<file path="src/rtl/fetch_unit.sv">
// Instruction fetch: drives next-PC, issues imem requests, fills the IF/ID buffer.
// Latency: imem ack to ifid_valid takes one cycle; a zero-wait memory sustains one instruction per cycle.
// Backpressure: id_stall holds the PC; a word acked during a stall waits in a one-entry skid buffer.
module fetch_unit #(
   parameter logic [31:0] RESET_PC  = 32'h0000_0000,
   parameter logic [31:0] NOP_INSTR = 32'h0000_0000
) (
   input  logic        clk,
   input  logic        rst,
   input  logic [31:0] pc_in,
   output logic [31:0] pc_next,
   output logic        imem_req,
   output logic [31:0] imem_addr,
   input  logic        imem_ack,
   input  logic [31:0] imem_rdata,
   input  logic        id_stall,
   input  logic        branch_taken,
   input  logic [31:0] branch_target,
   output logic        ifid_valid,
   output logic [31:0] ifid_instr,
   output logic [31:0] ifid_pc4
);

   localparam logic [1:0] FETCH = 2'd0;
   localparam logic [1:0] SKID  = 2'd1;
   localparam logic [1:0] DRAIN = 2'd2;

   logic [1:0]  state_q, state_d;
   logic        ifid_valid_q, ifid_valid_d;
   logic [31:0] ifid_instr_q, ifid_instr_d;
   logic [31:0] ifid_pc4_q, ifid_pc4_d;
   logic [31:0] skid_instr_q, skid_instr_d;
   logic [31:0] skid_pc4_q, skid_pc4_d;
   logic [31:0] drain_addr_q, drain_addr_d;

   logic [31:0] pc4;
   logic        accept;

   assign pc4    = pc_in + 32'd4;
   // An empty IF/ID buffer may always be overwritten, whatever decode says.
   assign accept = !ifid_valid_q || !id_stall;

   always_comb begin
      state_d      = state_q;
      ifid_valid_d = ifid_valid_q;
      ifid_instr_d = ifid_instr_q;
      ifid_pc4_d   = ifid_pc4_q;
      skid_instr_d = skid_instr_q;
      skid_pc4_d   = skid_pc4_q;
      drain_addr_d = drain_addr_q;
      imem_req     = 1'b0;
      imem_addr    = pc_in;
      pc_next      = pc_in;

      if (rst) begin
         pc_next = RESET_PC;
      end else begin
         case (state_q)
            FETCH: begin
               imem_req = 1'b1;
               if (branch_taken) begin
                  ifid_valid_d = 1'b0;
                  pc_next      = branch_target;
                  if (!imem_ack) begin
                     drain_addr_d = pc_in;
                     state_d      = DRAIN;
                  end
               end else if (imem_ack) begin
                  pc_next = pc4;
                  if (accept) begin
                     ifid_valid_d = 1'b1;
                     ifid_instr_d = imem_rdata;
                     ifid_pc4_d   = pc4;
                  end else begin
                     skid_instr_d = imem_rdata;
                     skid_pc4_d   = pc4;
                     state_d      = SKID;
                  end
               end else if (!id_stall) begin
                  ifid_valid_d = 1'b0;
               end
            end
            SKID: begin
               if (branch_taken) begin
                  ifid_valid_d = 1'b0;
                  pc_next      = branch_target;
                  state_d      = FETCH;
               end else if (!id_stall) begin
                  ifid_valid_d = 1'b1;
                  ifid_instr_d = skid_instr_q;
                  ifid_pc4_d   = skid_pc4_q;
                  state_d      = FETCH;
               end
            end
            DRAIN: begin
               // The flushed request must still complete at its original address.
               imem_req  = 1'b1;
               imem_addr = drain_addr_q;
               if (branch_taken) begin
                  ifid_valid_d = 1'b0;
                  pc_next      = branch_target;
               end
               if (imem_ack) begin
                  state_d = FETCH;
               end
            end
            default: begin
               state_d = FETCH;
            end
         endcase
      end
   end

   always_ff @(posedge clk) begin
      if (rst) begin
         state_q      <= FETCH;
         ifid_valid_q <= 1'b0;
         ifid_instr_q <= NOP_INSTR;
         ifid_pc4_q   <= 32'h0000_0000;
         skid_instr_q <= 32'h0000_0000;
         skid_pc4_q   <= 32'h0000_0000;
         drain_addr_q <= 32'h0000_0000;
      end else begin
         state_q      <= state_d;
         ifid_valid_q <= ifid_valid_d;
         ifid_instr_q <= ifid_instr_d;
         ifid_pc4_q   <= ifid_pc4_d;
         skid_instr_q <= skid_instr_d;
         skid_pc4_q   <= skid_pc4_d;
         drain_addr_q <= drain_addr_d;
      end
   end

   assign ifid_valid = ifid_valid_q;
   assign ifid_instr = ifid_instr_q;
   assign ifid_pc4   = ifid_pc4_q;

endmodule

</file>
<file path="config.mk">
export PLATFORM = sky130hd
export DESIGN_NAME = fetch_unit
export DESIGN_NICKNAME = d
export VERILOG_FILES = /design/src/rtl/fetch_unit.sv
export SDC_FILE = /design/constraint.sdc
export NUM_CORES = 1
export LEC_CHECK = 0
export ABC_AREA = 1
export CAP_MARGIN = 20
export CORE_ASPECT_RATIO = 1.75
export CORE_MARGIN = 5
export CORE_UTILIZATION = 40
export DETAILED_ROUTE_END_ITERATION = 7
export GPL_TIMING_DRIVEN = 0
export MAX_ROUTING_LAYER = met4
export PLACE_DENSITY_LB_ADDON = 0.2
export SYNTH_ARGS = -nofsm -noshare
export SYNTH_HDL_FRONTEND = slang
export SYNTH_SLANG_ARGS = --single-unit
</file>
<file path="constraint.sdc">
create_clock -name clk -period 2.35 [get_ports clk]
set_input_delay 0.3525 -clock clk [delete_from_list [all_inputs] [get_ports clk]]
set_output_delay 0.3525 -clock clk [all_outputs]
set_load 0.05 [all_outputs]
</file>
==> impl_table.tex <==
\begin{tabular}{lr}
\hline
Metric & Value \\
\hline
\multicolumn{2}{l}{\textbf{Power}} \\
\quad Leakage power & 5.539 nW \\
\quad PnR Total Power & 0.009108 W \\
\quad IR drop worst, VDD & 0.4006 mV \\
\quad Power per cell area & 690.0 nW/µm² \\
\multicolumn{2}{l}{\textbf{Flow run}} \\
\quad Maximum capacitance violations & 0 \\
\multicolumn{2}{l}{\textbf{Drt}} \\
\quad Total via count after detailed routing & 10,673 \\
\quad Iteration-0 DRC count of the detailed router & 670 \\
\quad Routed len/inst & 19.27 µm \\
\quad Overall routed net length & 37,660 µm \\
\quad Detail Route Antenna Nets & 0 \\
\quad First drt pass iteration count & 8 \\
\quad Remaining DRCs & 0 \\
\quad Number of vias per cell after detailed routing & 5.459 \\
\multicolumn{2}{l}{\textbf{Die}} \\
\quad Die Height & 208.1 µm \\
\quad Cell Rows & 72 \\
\quad Horizontal extent of the die & 123.2 µm \\
\quad Effective utilization at floorplan & 40.49\% \\
\quad Overall die area & 25,650 µm² \\
\quad Number of top-level design ports & 231 \\
\quad Placeable core region & 22,160 µm² \\
\multicolumn{2}{l}{\textbf{Min path}} \\
\quad Hold Path Class & in2reg \\
\quad Hold Path Stages & 4 \\
\multicolumn{2}{l}{\textbf{Worst setup path}} \\
\quad Worst Reg-to-Reg Cells & 9 \\
\quad Cell at the slowest stage of the critical path & sky130\_fd\_sc\_hd\_\_dfxtp\_4 \\
\quad Worst Path Arrival & 2.11 ns \\
\quad Worst stage delay on the critical path & 0.39 ns \\
\quad Type of the worst setup path & reg2out \\
\quad Crit start category & flip-flop \\
\quad Largest fanout on the critical path & 6 \\
\quad Worst path required time & 2.00 ns \\
\quad Element type at the critical path end & primary output \\
\quad Worst-path cell chain & inv\_4 > ha\_4 > clkinv\_8 > clkbuf\_16 > a211oi\_4 > nor2\_2 > a21oi\_4 > buf\_6 \\
\multicolumn{2}{l}{\textbf{Global route}} \\
\quad Met3 routing resource usage after global routing & 4.022\% \\
\quad Initial antenna violation count & 1 \\
\quad Busiest layer in global routing & met2 \\
\quad GR Overflow Total & 0 \\
\quad Maximum number of pins on one net before global-route repair & 17 \\
\quad Number of global-route vias before repair & 11,028 \\
\quad Met1 track utilization from global routing & 32.17\% \\
\quad Wire length of the first global-routing pass & 59,060 µm \\
\quad Overall track demand over capacity in global routing & 30.36\% \\
\quad GR Layer Usage met2 & 53.36\% \\
\multicolumn{2}{l}{\textbf{Logic synthesis}} \\
\quad XOR/XNOR share of the synthesized area & 0.7808\% \\
\quad Count of mapped cells out of synthesis & 1,375 \\
\quad Adder and majority gate portion of the synthesized area & 0.6972\% \\
\quad Synthesized area per cell & 6.526 µm² \\
\quad Sequential share of the synthesized area & 36.36\% \\
\quad Distinct cell type count of the synthesized netlist & 37 \\
\quad Post-synthesis share of cell area spent on and, or, nand and nor gates & 24.69\% \\
\quad Cell with the most instances after synthesis & sky130\_fd\_sc\_hd\_\_nand2\_1 \\
\quad Portion of netlist area occupied by mux cells & 0\% \\
\quad Largest family of logic cells by synthesized area & compound AO/OA/AOI/OAI gates \\
\quad Fraction of registers with async set or reset after synthesis & 0\% \\
\quad Flop and latch count out of synthesis & 163 \\
\quad Number of synthesized flops with an enable pin & 0 \\
\quad Synthesized net count & 1,481 \\
\quad Share of Yosys cell area claimed by the top area cell type & 36.36\% \\
\quad Top cells by count, synth & sky130\_fd\_sc\_hd\_\_nand2\_1, sky130\_fd\_sc\_hd\_\_o21ai\_0, sky130\_fd\_sc\_hd\_\_dfxtp\_1, sky130\_fd\_sc\_hd\_\_nor2\_1, sky130\_fd\_sc\_hd\_\_a21oi\_1 \\
\quad Primary FF master, synth & sky130\_fd\_sc\_hd\_\_dfxtp\_1 \\
\quad Post-Syn Area & 8974 µm² \\
\quad Area fraction in compound gates after synthesis & 28.17\% \\
\quad Yosys top cell by area & sky130\_fd\_sc\_hd\_\_dfxtp\_1 \\
\quad Top post-synthesis cells by area & sky130\_fd\_sc\_hd\_\_dfxtp\_1, sky130\_fd\_sc\_hd\_\_nand2\_1, sky130\_fd\_sc\_hd\_\_o21ai\_0 \\
\quad Yosys synthesis warning count & 0 \\
\multicolumn{2}{l}{\textbf{Cells and area}} \\
\quad Fin nets & 1,751 \\
\quad Final Core Density & 59.56\% \\
\quad Final std cell area, no fill & 13,200 µm² \\
\quad Ratio of cells with drive above 1 in the final layout & 21.23\% \\
\quad Final cell count without fillers & 1,955 \\
\quad Area Growth Syn to Fin & 47.10\% \\
\multicolumn{2}{l}{\textbf{Timing}} \\
\quad Worst hold slack & 0.3050 ns \\
\quad Tightest Pin Transition & 0.7840 ns \\
\quad Smallest setup slack after layout & -0.1119 ns \\
\quad Time the final worst path needs with I/O delays and setup & 2.462 ns \\
\quad Clock skew & 0.008694 ns \\
\quad Hold Fails Final Rpt & 0 \\
\quad Setup repair after global routing missed its margin & true \\
\quad Number of slew-limit violations in the final report & 0 \\
\quad Post-route clock period utilization & 104.8\% \\
\quad Slew margin rel. & 47.74\% \\
\quad Final setup vio count & 21 \\
\quad Maximum clock rate & 0.4062 GHz \\
\multicolumn{2}{l}{\textbf{Status}} \\
\quad Result of the run & finished, violations left \\
\quad Violations in the final reports & negative setup slack \\
\multicolumn{2}{l}{\textbf{Placed design}} \\
\quad Placed Instances & 1,899 \\
\quad PortBufs & 228 \\
\quad Final HPWL from detailed placement & 28,680 µm \\
\quad Final estimated routing congestion in global placement & 0.9781 \\
\quad Area after DPL & 11,800 µm² \\
\multicolumn{2}{l}{\textbf{CTS}} \\
\quad Maximum root-to-sink buffer count & 2 \\
\quad Cell at the root of the clock tree & sky130\_fd\_sc\_hd\_\_clkbuf\_16 \\
\quad Clock Latency Late Sink & 0.44 ns \\
\quad CTS Hold Buffers Added & 0 \\
\quad CTS Buf Count & 17 \\
\quad Number of H-tree branching levels & 4 \\
\quad Clock tree from TritonCTS & built \\
\quad Total clock sinks & 163 \\
\quad Clock slew at reported path FFs & 0.06 ns \\
\hline
\end{tabular}
placed cells by master, fill, tap and decap left out, drive strengths merged:
master,netlist,final
xnor2,1,1
clkbuf,64,111
and2,2,2
o22ai,1,1
a31oi,50,50
buf,34,114
bufinv,0,1
a21oi,141,141
clkinv,3,8
clkdlybuf4s15,0,3
nor2,167,167
nand2,309,309
clkdlybuf4s18,0,3
clkinvlp,0,3
nand4,6,6
diode,0,1
nand3,47,47
or2,3,3
ha,5,5
o21bai,2,2
a211oi,29,29
nor3,2,2
o21a,1,1
dfxtp,163,163
inv,95,98
dlygate4sd2,0,4
o211ai,5,5
o21ai,232,232
xor2,7,7
o221ai,6,6
clkdlybuf4s50,0,134
per-stage QoR:
step	TNS, ns	setup WS (ns)
finish	-1.165	-0.1119
global route	-3.076	-0.1802
CTS	-1.123	-0.1044
detailed placement	-67.22	-1.377
global placement	-68.87	-1.415
floorplan	-0.8098	-0.4049
logic make-up (layout without fill, tap and decap cells):
group                    Yosys count  after routing
adder cells (fa/ha/maj)            5              5
AND/OR/NAND/NOR                  536            536
flip-flops                       163            163
other                              0              1
XOR/XNOR                           8              8
AO/OA/AOI/OAI                    467            467
buffers and inverters            196            479
per-layer routing:
| layer | part of all wire, % | vias up |
|---|---|---|
| met4 | 5.6 | 0 |
| met1 | 36 | 5016 |
| met3 | 5.3 | 112 |
| met5 | 0 | - |
| met2 | 53 | 389 |
| li1 | - | 5156 |
worst paths after layout:
kind | to | slack [ns] | from
worst min register to register | drain_addr_q[24] | 0.45 | drain_addr_q[24]
worst min-delay path | skid_pc4_q[8] | 0.30 | rst
worst max-delay path | pc_next[24] | -0.11 | state_q[1]
worst max register to register | ifid_pc4[29] | 0.08 | state_q[1]
critical path, delay by kind of cell, from the launching register on:
family,cells,cell delay [ns]
AO/OA/AOI/OAI,2,0.35
flip-flops,1,0.39
AND/OR/NAND/NOR,1,0.08
adder cells (fa/ha/maj),1,0.35
buffers and inverters,4,0.50
final cells by class:
type                    instances  area (µm²)
clock buffers                  22       484.2
flip-flops and latches        163        3271
fillers                      2262        8961
well taps                     296       370.4
multi-input cells            1016        5624
plain buffers                  96       590.6
clock inverters                10       95.09
repair inverters                2       25.02
inverters                      98       406.6
diodes                          1       2.502
repair buffers                251        2331
state kept, by name, indices dropped and copies added, names as in the netlist:
| name | flops |
|---|---|
| skid_pc4_q | 32 |
| ifid_instr | 32 |
| state_q | 2 |
| ifid_valid | 1 |
| skid_instr_q | 32 |
| drain_addr_q | 32 |
| ifid_pc4 | 32 |
report_power, final:
group	leakage, nW	switching [W]	internal (W)
clock	0.283	0.00120	0.00158
sequential	1.33	0.000109	0.00299
combinational	3.92	0.00214	0.00110
repair_timing:
item / CTS / global route
gates resized for setup: 609 / 117
setup buffers: 17 / 5
cloned: 3 / 0
setup endpoints to repair: 64 / 60
pin swaps: 54 / 27
Note: power is estimated with default switching activity, not from simulation.
